--- config.mk ---
export PLATFORM = sky130hd
export DESIGN_NAME = fetch_controller
export DESIGN_NICKNAME = d
export VERILOG_FILES = /design/src/rtl/fetch_pkg.sv /design/src/rtl/fetch_pc_register.sv /design/src/rtl/fetch_controller.sv
export SDC_FILE = /design/constraint.sdc
export NUM_CORES = 1
export LEC_CHECK = 0
export BUFFER_PORTS_ARGS = -buffer_cell sky130_fd_sc_hd__buf_4
export CORE_AREA = 5 5 64 52
export CTS_BUF_LIST = sky130_fd_sc_hd__clkbuf_8
export DETAILED_ROUTE_END_ITERATION = 16
export DIE_AREA = 0 0 69 57
export PLACE_DENSITY = 0.88
export SLEW_MARGIN = 5
export SYNTH_ARGS = -nofsm -noshare
export SYNTH_HDL_FRONTEND = slang
export SYNTH_SLANG_ARGS = --single-unit
--- constraint.sdc ---
create_clock -name clk -period 1.8 [get_ports clk]
set_input_delay 0.18 -clock clk [delete_from_list [all_inputs] [get_ports clk]]
set_output_delay 0.18 -clock clk [all_outputs]
set_load 0.01 [all_outputs]
--- src/rtl/fetch_pkg.sv ---
// Shared defaults and FSM state encoding for the instruction fetch controller.
package fetch_pkg;

    localparam int ADDR_WIDTH_DEF  = 8;
    localparam int INSTR_WIDTH_DEF = 8;
    localparam int PC_STEP_DEF     = 2;
    localparam int RESET_PC_DEF    = 'h00;
    localparam int HALT_INSTR_DEF  = 'hFF;

    localparam logic [1:0] ST_IDLE  = 2'd0;
    localparam logic [1:0] ST_FETCH = 2'd1;
    localparam logic [1:0] ST_HALT  = 2'd2;

endpackage

--- src/rtl/fetch_pc_register.sv ---
// Program counter: synchronous reset, aligned load, wrapping increment, hold.
module pc_register
    import fetch_pkg::*;
#(
    parameter int                    ADDR_WIDTH = ADDR_WIDTH_DEF,
    parameter int                    PC_STEP    = PC_STEP_DEF,
    parameter logic [ADDR_WIDTH-1:0] RESET_PC   = ADDR_WIDTH'(RESET_PC_DEF)
) (
    input  logic                  clk,
    input  logic                  rst_n,
    input  logic                  load_i,
    input  logic [ADDR_WIDTH-1:0] load_addr_i,
    input  logic                  inc_i,
    output logic [ADDR_WIDTH-1:0] pc_o
);

    logic [ADDR_WIDTH-1:0] pc_q;
    logic [ADDR_WIDTH-1:0] pc_d;

    // Load wins over increment; the LSB is forced low so fetches stay aligned.
    always_comb begin
        pc_d = pc_q;
        if (load_i) begin
            pc_d = {load_addr_i[ADDR_WIDTH-1:1], 1'b0};
        end else if (inc_i) begin
            pc_d = pc_q + ADDR_WIDTH'(PC_STEP);
        end
    end

    always_ff @(posedge clk) begin
        if (!rst_n) begin
            pc_q <= RESET_PC;
        end else begin
            pc_q <= pc_d;
        end
    end

    assign pc_o = pc_q;

endmodule

--- src/rtl/fetch_controller.sv ---
// Fetch stage: owns the PC, captures memory data into a one-entry output
// register and hands it to decode with valid/ready (transfer when both high).
module fetch_controller
    import fetch_pkg::*;
#(
    parameter int                     ADDR_WIDTH  = ADDR_WIDTH_DEF,
    parameter int                     INSTR_WIDTH = INSTR_WIDTH_DEF,
    parameter int                     PC_STEP     = PC_STEP_DEF,
    parameter logic [ADDR_WIDTH-1:0]  RESET_PC    = ADDR_WIDTH'(RESET_PC_DEF),
    parameter logic [INSTR_WIDTH-1:0] HALT_INSTR  = INSTR_WIDTH'(HALT_INSTR_DEF)
) (
    input  logic                   clk,
    input  logic                   rst_n,
    input  logic                   in_start,
    output logic [ADDR_WIDTH-1:0]  pc_address,
    input  logic [INSTR_WIDTH-1:0] in_instruction,
    output logic [INSTR_WIDTH-1:0] out_instruction,
    output logic [ADDR_WIDTH-1:0]  out_instr_pc,
    output logic                   out_valid,
    input  logic                   in_ready,
    input  logic                   in_redirect,
    input  logic [ADDR_WIDTH-1:0]  in_redirect_addr,
    output logic                   out_align_err,
    output logic                   out_halted,
    output logic                   out_busy,
    output logic [1:0]             dbg_state
);

    logic [1:0]             state_q, state_d;
    logic [INSTR_WIDTH-1:0] instr_q, instr_d;
    logic [ADDR_WIDTH-1:0]  ipc_q, ipc_d;
    logic                   valid_q, valid_d;
    logic                   align_q, align_d;
    logic                   busy_q, halted_q;
    logic                   pc_load, pc_inc, capture;
    logic [ADDR_WIDTH-1:0]  pc;

    pc_register #(
        .ADDR_WIDTH (ADDR_WIDTH),
        .PC_STEP    (PC_STEP),
        .RESET_PC   (RESET_PC)
    ) u_pc (
        .clk         (clk),
        .rst_n       (rst_n),
        .load_i      (pc_load),
        .load_addr_i (in_redirect_addr),
        .inc_i       (pc_inc),
        .pc_o        (pc)
    );

    assign capture = (state_q == ST_FETCH) && (!valid_q || in_ready);

    always_comb begin
        state_d = state_q;
        instr_d = instr_q;
        ipc_d   = ipc_q;
        valid_d = valid_q;
        align_d = 1'b0;
        pc_load = 1'b0;
        pc_inc  = 1'b0;
        if (in_redirect) begin
            // Flush the pending word even if decode is taking it this cycle.
            pc_load = 1'b1;
            valid_d = 1'b0;
            state_d = ST_FETCH;
            align_d = in_redirect_addr[0];
        end else begin
            case (state_q)
                ST_IDLE: begin
                    if (valid_q && in_ready) valid_d = 1'b0;
                    if (in_start) state_d = ST_FETCH;
                end
                ST_FETCH: begin
                    if (capture) begin
                        instr_d = in_instruction;
                        ipc_d   = pc;
                        valid_d = 1'b1;
                        if (in_instruction == HALT_INSTR) begin
                            state_d = ST_HALT;
                        end else begin
                            pc_inc = 1'b1;
                        end
                    end
                end
                ST_HALT: begin
                    if (valid_q && in_ready) valid_d = 1'b0;
                end
                default: state_d = ST_IDLE;
            endcase
        end
    end

    always_ff @(posedge clk) begin
        if (!rst_n) begin
            state_q  <= ST_IDLE;
            instr_q  <= '0;
            ipc_q    <= '0;
            valid_q  <= 1'b0;
            align_q  <= 1'b0;
            busy_q   <= 1'b0;
            halted_q <= 1'b0;
        end else begin
            state_q  <= state_d;
            instr_q  <= instr_d;
            ipc_q    <= ipc_d;
            valid_q  <= valid_d;
            align_q  <= align_d;
            busy_q   <= (state_d == ST_FETCH);
            halted_q <= (state_d == ST_HALT);
        end
    end

    assign pc_address      = pc;
    assign out_instruction = instr_q;
    assign out_instr_pc    = ipc_q;
    assign out_valid       = valid_q;
    assign out_align_err   = align_q;
    assign out_busy        = busy_q;
    assign out_halted      = halted_q;
    assign dbg_state       = state_q;

endmodule

==> impl.org <==
** Outcome
- The run finished with clean final reports.

** Timing
- Setup repair after global routing left no endpoint under its margin.
- The worst path uses 92.7% of the clock period.
- Timing would allow up to 600 MHz.
- The final count of hold timing violations was 0.
- Setup violations remaining at the end of the flow were counted as 0.
- The routed design could run at a clock period as short as 1.67 ns.
- At the pin with the least slew margin, the transition time is 0.548 ns.
- The count of pins over their slew limit is 0.
- For the final database, setup skew stands at 0.00562 ns.
- Worst slew margin relative to its limit :: 63.1%
- Summed over all failing endpoints, the final setup total negative slack is 0 ns.

** Synthesis
- Number of warnings issued by yosys :: 0
- After synthesis the cells add up to 1220 um^2.
- Area contributors post-synth :: dfxtp_1 46%, mux2i_1 13%, nor2b_1 7.7%
- Cells after synthesis :: 121
- Mapped Avg Cell Area :: 10.1 um^2
- In this run, distinct cell masters in the synthesized netlist total 33.
- Area share of the largest cell type after synthesis :: 45.9%
- Post-synthesis cell type with the largest combined area :: dfxtp_1
- Synthesis inferred 28 register bits.
- Sequential fraction of the synthesis area :: 45.9%

** Clock tree
- Number of H-tree levels :: 1
- Hold repair after CTS inserted 0 buffers.
- Clock transition at the registers of the reported paths :: 0.10 ns
- Clock tree buffer depth :: 2
- CTS Sinks :: 28
- Insertion delay to the later sink of the worst-skew pair :: 0.27 ns
- In this run the post-CTS setup repair buffer count came out at 0.
- Post_cts resized :: 0
- Clock tree from TritonCTS :: yes
- The tree is rooted in a clkbuf_8.
- TritonCTS created 3 clock buffers.

** Critical path
- In this run the critical register-to-register path is launched from dbg_state[0].
- Setup slack on the worst reg-to-reg path comes out at 0.13 ns.
- Slowest library cell on the worst path :: dfxtp_1
- In this run the worst path has a maximum fanout of 7.
- The critical path is of the reg -> reg type.
- In this run the critical register-to-register path is captured at u_pc.pc_o[6].
- Crit path launch type :: flop
- At the worst endpoint, the required time is 1.97 ns.
- Cell depth of the worst flop-to-flop path :: 4
- The signal on the critical path passes through and2b_1, nand3_2, o311a_1, o21a_1.
- CP endpoint kind :: flop
- Arrival time at the worst endpoint :: 1.84 ns
- Max incr delay on CP :: 0.42 ns

** Placement
- Routability-driven placement finished with a final weighted congestion of 0.727.
- HPWL after detailed placement :: 2.21 mm
- Count of port buffers added during placement :: 48

** Cells and area
- Storage element area :: 561 um^2
- Count of filler cells inserted in the layout :: 255
- The post-route netlist has 33.5% of its cells at a drive strength greater than 1.
- Summing all multi-input logic gate instances after layout gives 608 um^2.
- At the end of the flow, the number of nets in the layout was 190.
- Relative to the synthesized area, the layout overhead comes to 36.3%.
- Cells fill 61.2% of the core in the end.
- Count of inserted antenna diode cells :: 0

** Global routing
- Number of global-route vias before repair :: 1,052
- Antenna violations before repair :: 0
- Summed over all layers, the global routing overflow is 0.
- GRT Util Overall :: 15.1%
- The first global-routing pass estimated 4.92 mm of wire.
- Largest net degree at the start of global routing :: 29

** Floorplanning
- Die area :: 3930 um^2
- The region available for standard cell placement spans 2720 um^2.
- From left edge to right edge, the die measures 69 um.
- Pin placement for this block handled 51 I/O pins.
- The die is 57 um tall.
- Initial standard-cell utilization of the core :: 44.9%
- The initialized floorplan defines 17 standard-cell rows.

** Run
- Across the run, the number of max-cap violations was 0.

** Detailed routing
- Via count of the routed design :: 1,060
- The first detailed-routing pass took 4 iterations.
- Dividing the detail-routed wire length by the instance count gives 14.4 um.
- Total detailed-routing wirelength :: 2.95 mm
- In the routed layout, each cell is associated on average with a via count of 5.17.
- Number of design-rule violations left by the first detailed-router iteration :: 32
- After detailed routing, the number of remaining DRC violations is 0.
- Remaining antenna violation count :: 0

** Min path
- End of the worst hold path :: out_valid
- Startpoint of the most critical hold path :: in_redirect
- In this run the worst hold path is classified as in -> reg.
- Along the worst hold path, the cell count comes to 2.

** Power
- Dividing total power by cell area gives a power density of 829 nW/um^2.
- In this run the static leakage power is 0.000716 uW.
- IR analysis of the VDD net gives a maximum drop of 0.570 mV.
-- worst max-delay path: cells and delay by family (launching register included) --
kind            cells  cell delay [ns]
flops               1             0.42
simple gates        2             0.56
compound gates      2             0.59
-- area by class of cell --
type / count / share of cell area [%]
timing repair buffer: 50 / 22.5
inverter: 1 / 0.225
clock buffer: 3 / 2.48
sequential: 28 / 33.6
tap: 38 / 2.85
clock inverter: 1 / 1.80
multi-input combinational: 84 / 36.5
-- flip-flops by register name, indices dropped and copies added, names as in the netlist --
register         flops
out_instr_pc         7
u_pc.pc_o            7
dbg_state            2
out_busy             1
out_align_err        1
out_valid            1
out_instruction      8
out_halted           1
-- worst max-delay path by stage --
stage | startpoint | endpoint | cells after the start
global placement | dbg_state[0] | u_pc.pc_o[6] | 4
CTS | dbg_state[0] | u_pc.pc_o[6] | 4
detailed placement | dbg_state[0] | u_pc.pc_o[6] | 4
floorplan | dbg_state[0] | u_pc.pc_o[6] | 5
finish | dbg_state[0] | u_pc.pc_o[6] | 4
global route | dbg_state[0] | u_pc.pc_o[6] | 4
-- cells in the final DEF, fill, tap and decap left out --
master / n
nor2_1: 2
o2111ai_1: 1
buf_4: 50
nor2b_1: 15
mux2i_1: 16
nand3_1: 1
o41ai_1: 1
conb_1: 2
nor3b_1: 3
clkbuf_8: 3
xor2_1: 2
ha_1: 1
nand2b_1: 2
nand2_1: 2
o311a_1: 1
or4_1: 1
and3_1: 2
o21a_1: 3
dfxtp_1: 28
a311oi_1: 1
or3_1: 2
a21oi_1: 4
inv_1: 1
o31ai_1: 1
o21ai_0: 9
nand4_4: 1
a31oi_1: 4
o211ai_1: 1
nand3_2: 1
nand4_1: 3
bufinv_16: 1
and2b_1: 2
-- synth_stat cells --
cell type and n:
nor2b_1 15, mux2i_1 16, o311a_1 1, nand4_1 3
nor2_1 2, a21oi_1 4, xor2_1 2, o41ai_1 1
buf_6 1, ha_1 1, a311oi_1 1, dfxtp_1 28
or3_1 2, o21ai_0 9, clkbuf_2 1, o2111ai_1 1
or4_1 1, o211ai_1 1, and2b_1 2, nand4_4 1
o21a_1 3, nand2_1 2, clkbuf_1 4, buf_4 3
a31oi_1 4, inv_1 1, conb_1 1, o31ai_1 1
nand2b_1 2, and3_1 2, nor3b_1 3, nand3_1 1
nand3_2 1
-- routing by layer --
layer / GRT usage [%] / vias to the layer above / wire length, um
met2: 23.6 / 52 / 1300
li1: - / 525 / -
met1: 18.7 / 477 / 1290
met3: 7.22 / 6 / 291
met4: 4.18 / 0 / 61
met5: 0 / - / 0
-- per-stage QoR --
step / power [uW] / cell area (um^2) / setup WS, ns / instances / hold slack [ns]
2_1_floorplan: 802 / 1230 / 0.317 / 122 / 0.308
3_3_place_gp: 894 / 1600 / 0.263 / 201 / 0.421
3_5_place_dp: 903 / 1600 / 0.186 / 201 / 0.422
4_1_cts: 1390 / 1670 / 0.140 / 205 / 0.127
5_1_grt: 1450 / 1670 / 0.0440 / 205 / 0.126
6_report: 1380 / 1670 / 0.132 / 205 / 0.136
-- report_power, final --
part	internal [uW]	switching [uW]
combinational	112	96.2
clock	298	196
sequential	650	29.9
-- kinds of logic (layout without fill, tap and decap cells) --
kind of cell    after synthesis  count (layout)  synth area share, %
buf+inv                      10              55                 4.71
simple gates                 37              37                 20.2
compound gates               26              26                 13.4
mux                          16              16                 13.1
fa+ha+maj                     1               1                 1.02
xor+xnor                      2               2                 1.43
flops                        28              28                 45.9
other cells                   1               2                0.307
(Power assumes the default switching activity.)
